<file path="config.mk">
export PLATFORM = sky130hd
export DESIGN_NAME = pipe_skid_reg
export DESIGN_NICKNAME = d
export VERILOG_FILES = /design/src/rtl/pipe_skid_reg.sv
export SDC_FILE = /design/constraint.sdc
export NUM_CORES = 1
export LEC_CHECK = 0
export CAP_MARGIN = 20
export CORE_ASPECT_RATIO = 0.6
export CORE_MARGIN = 5
export CORE_UTILIZATION = 44
export DETAILED_ROUTE_END_ITERATION = 8
export GPL_ROUTABILITY_DRIVEN = 0
export PLACE_DENSITY = 0.74
export SETUP_SLACK_MARGIN = 0.2
export SLEW_MARGIN = 20
export SYNTH_ARGS = -nofsm -noshare
export SYNTH_HDL_FRONTEND = slang
export SYNTH_SLANG_ARGS = --single-unit
</file>
<file path="constraint.sdc">
create_clock -name clk -period 1.97 [get_ports clk]
set_input_delay 0.2955 -clock clk [delete_from_list [all_inputs] [get_ports clk]]
set_output_delay 0.2955 -clock clk [all_outputs]
set_load 0.1 [all_outputs]
</file>
<file path="src/rtl/pipe_skid_reg.sv">
// Elastic pipeline-stage register with optional two-entry skid buffer.
// Moves a payload from producer to consumer under valid/ready handshakes.
// With SKID=1, in_ready comes straight from a flop, which cuts the stall
// path from out_ready back to the producer.
// Ports:
//   clk, reset          - clock, synchronous active-high reset
//   flush               - synchronous flush; drops held and incoming payloads
//   in_valid/in_ready   - producer handshake; in_data is the producer payload
//   out_valid/out_ready - consumer handshake; out_data is the consumer payload
//   occupancy           - number of valid entries held (0..2)
//   stall_cnt           - saturating count of out_valid & ~out_ready cycles
module pipe_skid_reg #(
    parameter int unsigned       DATA_W     = 64,
    parameter logic [DATA_W-1:0] RESET_DATA = '0,
    parameter bit                SKID       = 1'b1,
    parameter int unsigned       CNT_W      = 16
) (
    input  logic              clk,
    input  logic              reset,
    input  logic              flush,
    input  logic              in_valid,
    output logic              in_ready,
    input  logic [DATA_W-1:0] in_data,
    output logic              out_valid,
    input  logic              out_ready,
    output logic [DATA_W-1:0] out_data,
    output logic [1:0]        occupancy,
    output logic [CNT_W-1:0]  stall_cnt
);

    localparam logic [CNT_W-1:0] CNT_MAX = '1;

    logic              m_vld, s_vld;
    logic [DATA_W-1:0] m_dat, s_dat;
    logic              m_vld_n, s_vld_n;
    logic [DATA_W-1:0] m_dat_n, s_dat_n;
    logic              in_fire, out_fire;

    assign out_valid = m_vld;
    assign out_data  = m_dat;
    assign occupancy = 2'(m_vld) + 2'(s_vld);
    assign in_fire   = in_valid & in_ready;
    assign out_fire  = m_vld & out_ready;

    // Registered ready with skid slot; combinational pass-through otherwise.
    generate
        if (SKID) begin : g_skid_rdy
            assign in_ready = ~s_vld;
        end else begin : g_reg_rdy
            assign in_ready = ~m_vld | out_ready;
        end
    endgenerate

    // Next-state for the storage slots; state is implied by {m_vld, s_vld}.
    always_comb begin
        m_vld_n = m_vld;
        m_dat_n = m_dat;
        s_vld_n = s_vld;
        s_dat_n = s_dat;
        if (SKID) begin
            if (!m_vld) begin
                // empty
                if (in_fire) begin
                    m_vld_n = 1'b1;
                    m_dat_n = in_data;
                end
            end else if (!s_vld) begin
                // one entry
                if (in_fire && out_fire) begin
                    m_dat_n = in_data;
                end else if (in_fire) begin
                    s_vld_n = 1'b1;
                    s_dat_n = in_data;
                end else if (out_fire) begin
                    m_vld_n = 1'b0;
                    m_dat_n = RESET_DATA;
                end
            end else begin
                // full: skid entry moves up once main drains
                if (out_fire) begin
                    m_dat_n = s_dat;
                    s_vld_n = 1'b0;
                    s_dat_n = RESET_DATA;
                end
            end
        end else begin
            if (in_fire) begin
                m_vld_n = 1'b1;
                m_dat_n = in_data;
            end else if (out_fire) begin
                m_vld_n = 1'b0;
                m_dat_n = RESET_DATA;
            end
        end
    end

    // State update; flush clears the slots but leaves the stall counter alone.
    always_ff @(posedge clk) begin
        if (reset) begin
            m_vld     <= 1'b0;
            s_vld     <= 1'b0;
            m_dat     <= RESET_DATA;
            s_dat     <= RESET_DATA;
            stall_cnt <= '0;
        end else if (flush) begin
            m_vld     <= 1'b0;
            s_vld     <= 1'b0;
            m_dat     <= RESET_DATA;
            s_dat     <= RESET_DATA;
        end else begin
            m_vld <= m_vld_n;
            s_vld <= s_vld_n;
            m_dat <= m_dat_n;
            s_dat <= s_dat_n;
            if (m_vld && !out_ready && stall_cnt != CNT_MAX) begin
                stall_cnt <= stall_cnt + CNT_W'(1);
            end
        end
    end

endmodule

</file>
# Word-level counts from Yosys, hierarchy flattened
# Cells that the tools add are included.
# classes
n_mul	0
add_sub_neg	2
reduce_logical	11
muxes	17
n_div	0
shifts	0
bitwise_logic	4
n_eq_ne	5
magnitude_cmp	0
# op_table
op	n
64-bit 2-to-1 mux	9
16-bit by 1-bit adder with 16-bit output (second input constant)	1
16-bit inequality test (second input constant)	1
1-bit 2-to-1 mux	8
4-bit AND reduction	2
4-bit by 3-bit inequality test with 1-bit output (second input constant)	1
2-bit nonzero test	2
4-bit nonzero test	1
1-bit logical AND	3
3-bit by 2-bit inequality test with 1-bit output (second input constant)	1
1-bit by 1-bit adder with 2-bit output	1
1-bit bitwise AND	2
2-bit by 1-bit inequality test with 1-bit output (second input constant)	1
2-bit inequality test (second input constant)	1
1-bit NOT	2
2-bit AND reduction	1
2-bit OR reduction	1
1-bit zero test	1
# totals
latchBits	0
romBits	0
memories	0
ramBits	0
output_inout_bits	84
regBits	146
elab_cells	44
input_bits	69

# Logic depth before layout (Yosys ltp)
# Gate-level depths: netlist of the first run.
# depth
word_depth	6
mapped_depth	8
ltp_nobuf	5

# Worst setup path before layout of the first run
# Ideal clock, no wire load.
# synth_timing
path_type	register to register
start	register m_vld, in the netlist out_valid
end	register m_dat[0], in the netlist out_data[0]
period_less_slack_ns	3.008
stages_incl_launch_ff	8
arrival_time_ns	2.922
path_buffers	2
slack_ns	-1.038
setup_time_ns	0.086
required_ns	1.884
cell_sequence	dfxtp_1 ha_1 nand2b_1 a21boi_1 or2_1 clkbuf_1 buf_2 a211oi_1
# synth_via
elab_chain_cells	5
elab_cells_between_ends	10
cone_classes	eq/ne: 2; mux: 3; bitwise: 1; reduce/logical: 4
# synth_lines
element	line	text
start: declaration	33	logic m_vld, s_vld;
start signal: assignment	111	m_vld <= m_vld_n;
1-bit bitwise AND	43	assign out_fire = m_vld & out_ready;
1-bit logical AND	69	if (in_fire && out_fire) begin
64-bit 2-to-1 mux	69	
64-bit 2-to-1 mux	67	end else if (!s_vld) begin
64-bit 2-to-1 mux	61	if (!m_vld) begin
end signal: assignment	113	m_dat <= m_dat_n;
end: declaration	34	logic [DATA_W-1:0] m_dat, s_dat;
# Several ways; a longest one is shown, not always the timed one.
# A chain may end at the register's enable or synchronous reset.

# Final worst setup path of the first run
# layout_timing
start	register s_vld
end	output occupancy[0]
# layout_via
elab_chain_cells	1
# layout_lines
element	line	text
start: declaration	33	
start signal: assignment	112	s_vld <= s_vld_n;
1-bit by 1-bit adder with 2-bit output	41	assign occupancy = 2'(m_vld) + 2'(s_vld);
end: declaration	27	output logic [1:0] occupancy,
# Every way passes these cells.

==> results.sh, run 1 <==
export IMPL_status="complete, no violations"
export IMPL_antenna_cells=0
export IMPL_relSlewSlack=0.729
export IMPL_syn_inst=706
export IMPL_wl_per_cell_um=18.2
export IMPL_ios=153
export IMPL_hold_viol=0
export IMPL_port_buffer_count=152
export IMPL_synth_top_family_by_area="compound AO/OA/AOI/OAI gates"
export IMPL_synth_adder_area_share=0.00617
export IMPL_wl_mm=18.7
export IMPL_synth_xor_xnor_area_share=0
export IMPL_final_cells=1026
export IMPL_ff2ff_setup_slack_ns=0.25
export IMPL_hp_class="flip-flop to flip-flop"
export IMPL_synth_top_flop_cell="dfxtp_1"
export IMPL_grt_max_degree=69
export IMPL_finalPower_mw=7.72
export IMPL_seq_power_share=0.397
export IMPL_yosys_area_share_simple=0.203
export IMPL_path_buf_inv=3
export IMPL_crit_path_end_kind="output pin"
export IMPL_post_route_min_period_ns=1.73
export IMPL_overflow=0
export IMPL_place_inst=988
export IMPL_antenna_found_initial=0
export IMPL_ys_types=38
export IMPL_reg2reg_depth=7
export IMPL_r2r_end="stall_cnt[13]"
export IMPL_cts_max_level=4
export IMPL_die_height_um=101
export IMPL_global_route_usage_total=0.224
export IMPL_slowest_stage="dfxtp_4"
export IMPL_clockBufferDepth=2
export IMPL_core_region_area_um2=13600
export IMPL_nets=910
export IMPL_ys_async_sr_fraction=0
export IMPL_drive_above_1_share=0.250
export IMPL_power_density_nw_per_um2=895
export IMPL_rsz0062_at_grt="true"
export IMPL_rows=33
export IMPL_finalCritPeriodShare=0.877
export IMPL_setup_viol=0
export IMPL_place_area_um2=7920
export IMPL_grt_pass1_wl_mm=30.0
export IMPL_dr_first_iter_drc_count=588
export IMPL_ctsHoldBuffers=0
export IMPL_holdWs_ns=0.452
export IMPL_synthMuxAreaShare=0.0146
export IMPL_firstDrtPassIters=8
export IMPL_tns_ns=0
export IMPL_worst_pin_slew_ns=0.406
export IMPL_ys_warn_count=0
export IMPL_insertion_delay_ns=0.41
export IMPL_remaining_drc_errors=0
export IMPL_p_sw_mw=2.23
export IMPL_die_width_um=162
export IMPL_power_frac_clock=0.438
export IMPL_final_seq_area_um2=2980
export IMPL_drv_cap=0
export IMPL_cts_tree="built"
export IMPL_synth_area_top_cells="dfxtp_1 (48%), a211oi_1 (8.0%), a22oi_1 (7.9%), a21oi_1 (6.3%), nand3_1 (5.6%)"
export IMPL_fin_area_um2=8630
export IMPL_cp_top_family="flip-flops"
export IMPL_area_delta_synth_final_pct=41.8
export IMPL_synth_edf_count=0
export IMPL_clock_sinks=146
export IMPL_timing_final_ws_setup_ns=0.242
export IMPL_post_route_util=0.633
export IMPL_swShare=0.288
export IMPL_ys_seq_area_frac=0.480
export IMPL_finClkSkew_ns=0.0106
export IMPL_cts_buffers=17
export IMPL_synth_compound_area_share=0.243
export IMPL_slew_viol_final=0
export IMPL_p_comb_frac=0.166
export IMPL_worstPathRequired_ns=1.67
export IMPL_syn_area_um2=6090
export IMPL_synth_seq_cells=146
export IMPL_fillers=1111
export IMPL_r2r_start="stall_cnt[0]"
export IMPL_synth_largest_area_cell="dfxtp_1"
export IMPL_power_leakage_nw=3.13
export IMPL_multi_input_area_um2=3010
export IMPL_dp_slack_ns=-0.0735
export IMPL_critPathMaxStageDelay_ns=0.38
export IMPL_path_clk_slew_ns=0.06
export IMPL_p_int_mw=5.50
export IMPL_max_freq_mhz=579
export IMPL_dieArea_um2=16400
export IMPL_min_from="s_dat[59]"
export IMPL_worstHoldEndpoint="s_dat[59]"
export IMPL_routed_via_density=5.94
export IMPL_critPathLaunch="s_vld"
export IMPL_cp_max_fo=5
export IMPL_dp_hpwl_mm=11.8
export IMPL_grt_pass1_vias=5858
export IMPL_peakVddDrop_uv=613
export IMPL_vias=6091
export IMPL_path_class="flip-flop to output pin"
export IMPL_ant_nets=0
export IMPL_initial_utilization=0.447
export IMPL_yosys_area_top_type_share=0.480
export IMPL_syn_nets=778
export IMPL_synth_avg_cell_area_um2=8.62
export IMPL_path_cells="inv_2, ha_1, clkinvlp_4, buf_12"
export IMPL_whs_path_depth=2
export IMPL_cts_root_buf="clkbuf_16"
export IMPL_startpoint_type="flip-flop"
export IMPL_crit_arrival_ns=1.43
==> repair_timing <==
item	4_1_cts	5_1_grt
gates cloned	0	0
setup buffers	2	4
pin swaps	0	1
hold endpoints to repair	0	0
endpoints found under the setup margin	5	45
resized for setup	5	6
==> power by group through the flow <==
| stage | clock network, mW | registers [mW] | logic (mW) |
|---|---|---|---|
| 2_1_floorplan | 0 | 3.60 | 0.373 |
| 3_3_place_gp | 0 | 3.13 | 1.25 |
| 3_5_place_dp | 0 | 3.13 | 1.26 |
| 4_1_cts | 3.45 | 3.06 | 1.27 |
| 5_1_grt | 3.60 | 3.07 | 1.34 |
| 6_report | 3.38 | 3.06 | 1.28 |
==> worst max-delay path by stage <==
stage / depth (start not counted) / endpoint / slack, ns
after floorplan: 7 / out_data[0] / 0.04
after global placement: 7 / out_data[24] / -0.008
after detailed placement: 7 / out_data[63] / -0.07
after CTS: 6 / stall_cnt[0] / 0.21
after global routing: 6 / out_data[62] / 0.15
final: 4 / occupancy[0] / 0.24
==> sequential cells by signal (all words and copies together) (netlist names) <==
signal / count
stall_cnt: 16
s_dat: 64
s_vld: 1
out_data: 64
out_valid: 1
==> worst register-to-register path, stage by stage (launching register included) <==
cell and delay (ns):
dfxtp_4 0.36, ha_4 0.17, nand2_2 0.09, nor4_4 0.05, buf_6 0.14, buf_4 0.16
or4_4 0.52, a21oi_2 0.15
==> cell usage in the layout (no fill, tap or decap), types with 4 or more instances in the layout <==
master             n
a211oi_1          56
nor3_2             7
nand4_1            5
nor3_1            58
nand3_1           68
buf_4            102
clkdlybuf4s50_1   68
dfxtp_1          128
clkinvlp_4         4
or4_1              4
a21oi_1           76
nor2_1             6
and2_1             4
dfxtp_4           15
a21oi_2            4
a22oi_1           64
clkbuf_16         17
a211oi_2           9
buf_12            16
nor2b_1            6
o31ai_1            6
nand2_1           70
==> synthesized netlist by cell type, types with 2 or more instances <==
| master | n |
|---|---|
| or4_1 | 5 |
| o21ai_0 | 3 |
| and2_1 | 5 |
| mux2_1 | 3 |
| a21boi_1 | 2 |
| a22oi_1 | 64 |
| nand4_1 | 5 |
| or2_2 | 2 |
| nor3b_1 | 2 |
| nor2b_1 | 6 |
| nor3_1 | 65 |
| nand3_1 | 68 |
| clkbuf_1 | 47 |
| nor2_1 | 6 |
| o21ai_1 | 2 |
| a21oi_2 | 3 |
| buf_1 | 7 |
| mux2_4 | 3 |
| a211oi_1 | 65 |
| nand2_1 | 72 |
| buf_2 | 19 |
| or3_1 | 3 |
| nand2b_1 | 4 |
| ha_1 | 3 |
| and4_1 | 2 |
| o31ai_1 | 6 |
| a21oi_1 | 77 |
| dfxtp_1 | 146 |
| inv_1 | 2 |
==> layout make-up <==
cell class / count / area share
Tap cell: 175 / 0.0254
Clock buffer: 19 / 0.0525
Inverter: 3 / 0.00174
Clock inverter: 13 / 0.0200
Timing Repair Buffer: 187 / 0.206
Sequential cell: 146 / 0.346
Multi-Input combinational cell: 483 / 0.349
==> kinds of logic (layout without fill, tap and decap cells) <==
logic type               Yosys count  count (layout)
AND/OR/NAND/NOR                  249             249
AO/OA/AOI/OAI                    224             224
flip-flops                       146             146
buffers and inverters             77             222
multiplexers                       7               7
adder cells (fa/ha/maj)            3               3
==> layer usage <==
metal / vias up / GRT usage / share of wire
met1: 2879 / 0.313 / 0.45
met3: 15 / 0.0642 / 0.099
met4: 0 / 0.0695 / 0.0096
met2: 317 / 0.338 / 0.44
li1: 2880 / - / -
met5: - / 0 / 0
(Power assumes the default switching activity.)
==> inputs of run 2 (changes only) <==
Settings changed: TNS_END_PERCENT set to 100.
==> results of run 2 <==
The final DEF is identical to that of run 1; final timing and power are the same.
==> inputs of run 3 (changes only) <==
Settings changed: RECOVER_POWER set to 25.
==> results.sh, run 3 (synthesis results as in run 1) <==
export IMPL_fillers=1143
export IMPL_power_leakage_nw=3.08
export IMPL_fin_area_um2=8480
export IMPL_slew_viol_final=0
export IMPL_grt_pass1_wl_mm=30.0
export IMPL_rsz0062_at_grt="true"
export IMPL_path_cells="dlygate4sd3_1, buf_4, or2_4, clkbuf_4, a211oi_1"
export IMPL_antenna_cells=0
export IMPL_path_buf_inv=3
export IMPL_peakVddDrop_uv=613
export IMPL_port_buffer_count=152
export IMPL_cts_root_buf="clkbuf_16"
export IMPL_timing_final_ws_setup_ns=0.239
export IMPL_ant_nets=0
export IMPL_antenna_found_initial=0
export IMPL_clock_sinks=146
export IMPL_remaining_drc_errors=0
export IMPL_grt_max_degree=69
export IMPL_path_class="input pin to flip-flop"
export IMPL_vias=6101
export IMPL_cts_tree="built"
export IMPL_startpoint_type="input pin"
export IMPL_overflow=0
export IMPL_hp_class="flip-flop to flip-flop"
export IMPL_final_cell_mix="dfxtp_1 (128), a21oi_1 (76), nand2_1 (70)"
export IMPL_area_delta_synth_final_pct=39.3
export IMPL_die_height_um=101
export IMPL_dr_first_iter_drc_count=508
export IMPL_power_density_nw_per_um2=907
export IMPL_place_area_um2=7920
export IMPL_core_region_area_um2=13600
export IMPL_cts_max_level=4
export IMPL_finalCritPeriodShare=0.878
export IMPL_cp_top_family="buffers and inverters"
export IMPL_firstDrtPassIters=5
export IMPL_cp_max_fo=62
export IMPL_critPathMaxStageDelay_ns=0.55
export IMPL_hold_viol=0
export IMPL_initial_utilization=0.447
export IMPL_final_common_cell="dfxtp_1"
export IMPL_wl_per_cell_um=18.1
export IMPL_clockBufferDepth=2
export IMPL_nets=910
export IMPL_max_freq_mhz=578
export IMPL_cts_buffers=17
export IMPL_global_route_usage_total=0.224
export IMPL_routed_via_density=5.95
export IMPL_path_clk_slew_ns=0.06
export IMPL_slowest_stage="dlygate4sd3_1"
export IMPL_relSlewSlack=0.511
export IMPL_crit_path_end_kind="flip-flop"
export IMPL_dp_hpwl_mm=11.8
export IMPL_status="complete, no violations"
export IMPL_wl_mm=18.6
export IMPL_worstPathRequired_ns=2.27
export IMPL_dieArea_um2=16400
export IMPL_die_width_um=162
export IMPL_crit_arrival_ns=2.03
export IMPL_drv_cap=0
export IMPL_post_route_util=0.622
export IMPL_dp_slack_ns=-0.0735
export IMPL_post_route_min_period_ns=1.73
export IMPL_insertion_delay_ns=0.41
export IMPL_worst_pin_slew_ns=0.734
export IMPL_finClkSkew_ns=0.0103
export IMPL_grt_pass1_vias=5858
export IMPL_drive_above_1_share=0.250
export IMPL_rows=33
export IMPL_setup_viol=0
export IMPL_ios=153
-- run 3: worst paths after layout --
| check | start | to | slack (ns) | cells after the start |
|---|---|---|---|---|
| setup reg to reg | stall_cnt[0] | stall_cnt[13] | 0.25 | 7 |
| hold / removal | s_dat[11] | s_dat[11] | 0.45 | 2 |
| hold reg to reg | s_dat[11] | s_dat[11] | 0.45 | 2 |
| setup / recovery | flush | out_data[62] | 0.24 | 5 |
-- run 3: cell type report --
class	count	area, um2	area share
multi-input cells	483	3010	0.355
flip-flops and latches	146	2980	0.352
repair buffers	187	1630	0.192
clock buffers	19	453	0.0534
well taps	175	219	0.0258
clock inverters	13	173	0.0204
inverters	3	15.0	0.00177
-- run 3: where the power goes --
group	internal [mW]	total [mW]	switching (mW)
Sequential	3.01	3.06	0.0526
Clock	2.08	3.38	1.30
Combinational	0.371	1.25	0.875
Total	5.46	7.69	2.23
-- run 3: timing repair --
| item | in CTS | in global routing |
|---|---|---|
| hold buffers | 0 | 0 |
| pin swaps | 0 | 1 |
| gates resized for setup | 5 | 6 |
| endpoints found under the setup margin | 5 | 45 |
| setup buffers | 2 | 4 |
-- run 3: routing by layer --
metal | share of wire | wire, um | GRT usage
met5 | 0 | 0 | 0
met4 | 0.0089 | 166 | 0.0695
met3 | 0.10 | 1950 | 0.0642
met1 | 0.45 | 8300 | 0.313
met2 | 0.44 | 8170 | 0.338
-- run 3: worst min-delay path, stage by stage, from the launching register on --
cell     delay [ns]
dfxtp_1        0.31
nand2_1        0.05
a21oi_1        0.05
-- run 3: per-stage QoR --
stage               instances  total power [mW]  hold slack [ns]  TNS (ns)
floorplan                 706              3.98            0.388         0
global placement          988              4.37            0.437   -0.0260
detailed placement        988              4.39            0.444     -2.12
CTS                      1022              7.78            0.453         0
global route             1026              7.97            0.470         0
finish                   1026              7.69            0.451         0
